**src/rtl/serial_cmd_response_builder.sv**
```systemverilog
// Serialises one decoded command result into a framed response written byte by byte
// into the UART TX FIFO: START, STATUS, COUNT, [8 x PAYLOAD], CHECK, STOP.
module serial_cmd_response_builder #(
    parameter logic [7:0] START_BYTE = 8'hFF,
    parameter logic [7:0] STOP_BYTE  = 8'hEE,
    parameter logic [7:0] OK_CODE    = 8'h00,
    parameter logic [7:0] ERR_CODE   = 8'h01
) (
    input  logic        clk,
    input  logic        rst,
    input  logic        cmd_processed,
    input  logic        cmd_decode_success,
    input  logic [7:0]  cmd_bytes_processed,
    input  logic [7:0]  cmd_payload_r0,
    input  logic [7:0]  cmd_payload_r1,
    input  logic [7:0]  cmd_payload_r2,
    input  logic [7:0]  cmd_payload_r3,
    input  logic [7:0]  cmd_payload_r4,
    input  logic [7:0]  cmd_payload_r5,
    input  logic [7:0]  cmd_payload_r6,
    input  logic [7:0]  cmd_payload_r7,
    output logic        cmd_processed_received,
    input  logic        tx_full,
    output logic        tx_push,
    output logic [7:0]  tx_data,
    output logic        busy,
    output logic [15:0] frames_sent
);

    typedef enum logic [3:0] {
        IDLE, CAPTURE, START, STATUS, COUNT, PAYLOAD, CHECK, STOP, DONE
    } state_t;

    state_t     state;
    logic       succ_q;
    logic [7:0] count_q;
    logic [7:0] chk;
    logic [7:0] payload_q [8];
    logic [2:0] idx;
    logic [7:0] cur_byte;

    always_comb begin
        cur_byte = START_BYTE;
        case (state)
            STATUS:  cur_byte = succ_q ? OK_CODE : ERR_CODE;
            COUNT:   cur_byte = count_q;
            PAYLOAD: cur_byte = payload_q[idx];
            CHECK:   cur_byte = chk;
            STOP:    cur_byte = STOP_BYTE;
            default: cur_byte = START_BYTE;
        endcase
    end

    always_ff @(posedge clk) begin
        if (rst) begin
            state                  <= IDLE;
            succ_q                 <= 1'b0;
            count_q                <= '0;
            chk                    <= '0;
            idx                    <= '0;
            cmd_processed_received <= 1'b0;
            tx_push                <= 1'b0;
            tx_data                <= '0;
            busy                   <= 1'b0;
            frames_sent            <= '0;
            for (int unsigned i = 0; i < 8; i++) payload_q[i] <= '0;
        end else begin
            tx_push <= 1'b0;

            // Four-phase acknowledge runs independently of frame progress.
            if (state == CAPTURE)
                cmd_processed_received <= 1'b1;
            else if (cmd_processed_received && !cmd_processed)
                cmd_processed_received <= 1'b0;

            case (state)
                IDLE: begin
                    if (cmd_processed && !cmd_processed_received)
                        state <= CAPTURE;
                end

                // START_BYTE goes out on the capture edge to reach two-cycle latency;
                // START is only visited when the FIFO is full at that moment.
                CAPTURE: begin
                    succ_q       <= cmd_decode_success;
                    count_q      <= cmd_bytes_processed;
                    payload_q[0] <= cmd_payload_r0;
                    payload_q[1] <= cmd_payload_r1;
                    payload_q[2] <= cmd_payload_r2;
                    payload_q[3] <= cmd_payload_r3;
                    payload_q[4] <= cmd_payload_r4;
                    payload_q[5] <= cmd_payload_r5;
                    payload_q[6] <= cmd_payload_r6;
                    payload_q[7] <= cmd_payload_r7;
                    busy         <= 1'b1;
                    chk          <= '0;
                    idx          <= '0;
                    if (!tx_full) begin
                        tx_push <= 1'b1;
                        tx_data <= START_BYTE;
                        state   <= STATUS;
                    end else begin
                        state   <= START;
                    end
                end

                START, STOP, CHECK: begin
                    if (!tx_full) begin
                        tx_push <= 1'b1;
                        tx_data <= cur_byte;
                        case (state)
                            START:   state <= STATUS;
                            CHECK:   state <= STOP;
                            default: state <= DONE;
                        endcase
                    end
                end

                STATUS, COUNT, PAYLOAD: begin
                    if (!tx_full) begin
                        tx_push <= 1'b1;
                        tx_data <= cur_byte;
                        chk     <= chk ^ cur_byte;
                        if (state == STATUS)
                            state <= COUNT;
                        else if (state == COUNT)
                            state <= succ_q ? PAYLOAD : CHECK;
                        else begin
                            idx <= idx + 3'd1;
                            if (idx == 3'd7)
                                state <= CHECK;
                        end
                    end
                end

                DONE: begin
                    frames_sent <= frames_sent + 16'd1;
                    busy        <= 1'b0;
                    state       <= IDLE;
                end

                default: state <= IDLE;
            endcase
        end
    end

endmodule

```
**config.mk**
```make
export PLATFORM = sky130hd
export DESIGN_NAME = serial_cmd_response_builder
export DESIGN_NICKNAME = d
export VERILOG_FILES = /design/src/rtl/serial_cmd_response_builder.sv
export SDC_FILE = /design/constraint.sdc
export NUM_CORES = 1
export LEC_CHECK = 0
export BUFFER_PORTS_ARGS = -buffer_cell sky130_fd_sc_hd__clkbuf_2
export CAP_MARGIN = 15
export CORE_UTILIZATION = 58
export CTS_BUF_LIST = sky130_fd_sc_hd__clkbuf_16
export DETAILED_ROUTE_END_ITERATION = 6
export GPL_ROUTABILITY_DRIVEN = 0
export HOLD_SLACK_MARGIN = 0.02
export PLACE_DENSITY = 0.83
export REMOVE_ABC_BUFFERS = 1
export SLEW_MARGIN = 20
export SYNTH_ARGS = -nofsm -noshare
export SYNTH_HDL_FRONTEND = slang
export SYNTH_SLANG_ARGS = --single-unit
```
**constraint.sdc**
```tcl
create_clock -name clk -period 6.4 [get_ports clk]
set_clock_uncertainty 0.15 [all_clocks]
set_input_delay 0.96 -clock clk [delete_from_list [all_inputs] [get_ports clk]]
set_output_delay 0.96 -clock clk [all_outputs]
set_load 0.02 [all_outputs]
```
==> impl_metrics.yaml <==
outcome:
  outcome: "finished, violations left"
  violations: "design-rule violations"
clock_network:
  clk_pin_slew_ns: 0.05
  tritoncts: "done"
  cts_root_buffer: "clkbuf_16"
  cts_sinks: 118
  worst_skew_pair.late_latency_ns: 0.41
  cts_buffers: 17
  cts_hold_buf: 0
  htree_levels: 4
  clock_path_buffers: 2
  postCtsSetupRepairBufs: 0
  cts_resized: 0
power_and_ir_drop:
  p_clk_share_pct: 32.9
  switching_share_pct: 30.1
  p_per_area_nw_per_um2: 383
  ir_worst_vdd_mv: 0.222
  p_switching_uw: 731
  p_leak_nw: 2.48
  internal_power_mw: 1.70
  pwr-share-seq_pct: 46.8
  power_frac_comb_pct: 20.3
worst_hold_path:
  worstHoldStart: "count_q[5]"
  min-delay-path-class: "flip-flop to flip-flop"
  hold_depth: 2
  min_to: "count_q[5]"
timing:
  rsz0062_at_grt: "false"
  maxSlewViolCount: 0
  max_freq_mhz: 298
  fin_crit_ns: 3.35
  final_hold_viol_count: 0
  finalCritPeriodShare_pct: 52.4
  setup_viol_count_final: 0
  maxSlewHeadroom_pct: 33.4
  worstMarginPinSlew_ns: 1.00
  tns_ns: 0
global_route:
  track_usage_pct: 24.8
  grt_antenna_before_repair: 0
  grt_pass1_vias: 3905
  grt_max_degree: 62
  overflow: 0
  grt_pass1_wl_um: 18200
setup_path:
  rr_endpoint: "payload_q[5][5]"
  worstSetupEndpointType: "flip-flop"
  reg2reg_from: "state[0]"
  cp.required_ns: 6.29
  r2r_slack_ns: 3.05
  startpoint_type: "flip-flop"
  cp_data_arrival_time_ns: 3.24
  cp_max_fo: 42
  setup.worst_path.class: "flip-flop to flip-flop"
  r2r_cells: 4
logic_synthesis:
  synth_edf_count: 64
  synth_top_family_by_area: "simple AND/OR/NAND/NOR gates"
  syn_avg_cell_area_um2: 10.9
  synth.top_cell.area_share_pct: 36.2
  synth_xor_xnor_area_share_pct: 2.64
  ys.flop_type: "edfxtp_1"
  yosys-mux-area-fraction_pct: 6.41
  seq_area_frac_synth_pct: 56.6
  synth_fa_ha_area_share_pct: 0.707
  yosysWarnings: 0
  synth_compound_area_share_pct: 10.6
  yosys_register_bits: 118
  async_flop_share_pct: 0
  synth_area_leaders: "edfxtp_1, dfxtp_1, mux2i_1"
  syn_area_um2: 5310
  yosys.area.top_type: "edfxtp_1"
  yosys.area_share.simple_pct: 19.5
  synth_cells: 489
  ys_types: 38
final_layout:
  n_antenna_cell: 0
  post-route-util_pct: 72.0
  fillerInstances: 612
  drive_gt1_share_pct: 24.3
  syn2layout_area_growth_pct: 19.4
  fin_nets: 660
detailed_routing:
  drt-initial-drc-count: 306
  dr.pass1.iters: 7
  ant_nets: 0
  vias_per_cell: 5.59
  routedWlPerCell_um: 15.6
  drc: 12
  vias: 3919
  routed_wl_um: 10900
die:
  io_pins: 104
  rows: 34
  dieArea_um2: 9540
  initial_core_util_pct: 60.3
  die-width_um: 97.7
  coreArea_um2: 8810
  die_height_um: 97.7
job:
  maxCapViolCount: 0
placed_design:
  dp_hpwl_um: 7090
  numPortBuffers: 103
## logic make-up after synthesis
family | after synthesis
muxes | 34
DFF | 118
xor gates and xnor gates | 16
buffers and inverters | 45
AOI/OAI and AO/OA | 87
and+or+nand+nor | 186
adders and majority gates | 3
## worst max-delay path, cell delays in order, from the launching register on
cell	delay, ns
dfxtp_1	0.72
nor3b_1	0.39
nand2_1	0.43
nand2b_2	0.69
buf_4	0.56
## sequential cells by signal, summed over array words and instances (netlist names), named ones only
register                cells
payload_q                  64
frames_sent                16
chk                         8
count_q                     8
tx_data                     8
state                       4
idx                         3
busy                        1
cmd_processed_received      1
succ_q                      1
tx_push                     1
## cell type report
| cell class | instances | area (µm²) | share of cell area [%] |
|---|---|---|---|
| tap | 108 | 135 | 2.13 |
| sequential | 118 | 3000 | 47.4 |
| timing repair buffer | 105 | 531 | 8.37 |
| inverter | 12 | 45.0 | 0.711 |
| clock buffer | 17 | 425 | 6.71 |
| multi-input combinational | 326 | 2120 | 33.5 |
| clock inverter | 15 | 73.8 | 1.16 |
## placed cells by master (no fill, tap or decap), types with 2 or more instances in the layout
| cell type | n |
|---|---|
| a211oi_1 | 3 |
| a21oi_1 | 26 |
| a221oi_1 | 23 |
| a22oi_1 | 10 |
| and2_1 | 50 |
| and4_1 | 3 |
| buf_4 | 2 |
| clkbuf_16 | 17 |
| clkbuf_2 | 103 |
| clkinv_2 | 4 |
| clkinvlp_4 | 2 |
| dfxtp_1 | 53 |
| edfxtp_1 | 64 |
| ha_1 | 3 |
| inv_1 | 15 |
| inv_2 | 4 |
| inv_4 | 2 |
| mux2i_1 | 34 |
| nand2_1 | 38 |
| nand2b_1 | 2 |
| nand3_1 | 7 |
| nand4_1 | 2 |
| nor2_1 | 35 |
| nor2b_1 | 18 |
| nor3_1 | 3 |
| nor3b_1 | 7 |
| nor4_4 | 2 |
| o21ai_0 | 21 |
| or2_2 | 2 |
| or3_1 | 10 |
| xnor2_1 | 5 |
| xor2_1 | 11 |
## worst max path at each step
stage	startpoint	end	slack [ns]
floorplan	state[0]	payload_q[0][0]	2.99
finish	state[0]	payload_q[5][5]	3.05
detailed placement	rst	payload_q[3][2]	3.00
CTS	state[0]	payload_q[5][5]	3.10
global placement	rst	payload_q[2][2]	3.05
global route	state[1]	payload_q[5][5]	2.92
## per-stage QoR
step                      hold WS (ns)  power, mW  worst slack (ns)  cell area (µm²)  std cells
after floorplan                  0.280       1.47              2.99             5160        456
after global placement           0.295       1.61              3.05             5830        669
after detailed placement         0.300       1.64              3.00             5840        669
after CTS                        0.307       2.44              3.10             6340        701
after global routing             0.332       2.56              2.92             6340        701
final                            0.305       2.43              3.05             6340        701
## power groups by stage
stage | Sequential (mW) | Combinational, mW | Clock, mW
detailed placement | 1.15 | 0.492 | 0
floorplan | 1.15 | 0.314 | 0
global placement | 1.14 | 0.469 | 0
global route | 1.16 | 0.556 | 0.843
finish | 1.14 | 0.493 | 0.799
CTS | 1.14 | 0.497 | 0.808
## routing by layer
metal / wire [µm] / global-route usage (%) / vias to the layer above
li1: - / - / 1934
met1: 4580 / 30.9 / 1834
met2: 5540 / 40.8 / 130
met3: 580 / 5.40 / 21
met4: 227 / 12.0 / 0
met5: 0 / 0 / -
## Yosys cell counts, drive strengths merged (11+ instances only)
cell type	number
inv	12
o21ai	22
nor2b	18
a21oi	26
clkbuf	23
nand2	38
xor2	11
edfxtp	64
and2	50
dfxtp	54
nor2	36
a221oi	23
mux2i	34
No activity file was read; power rests on OpenSTA's default activity.
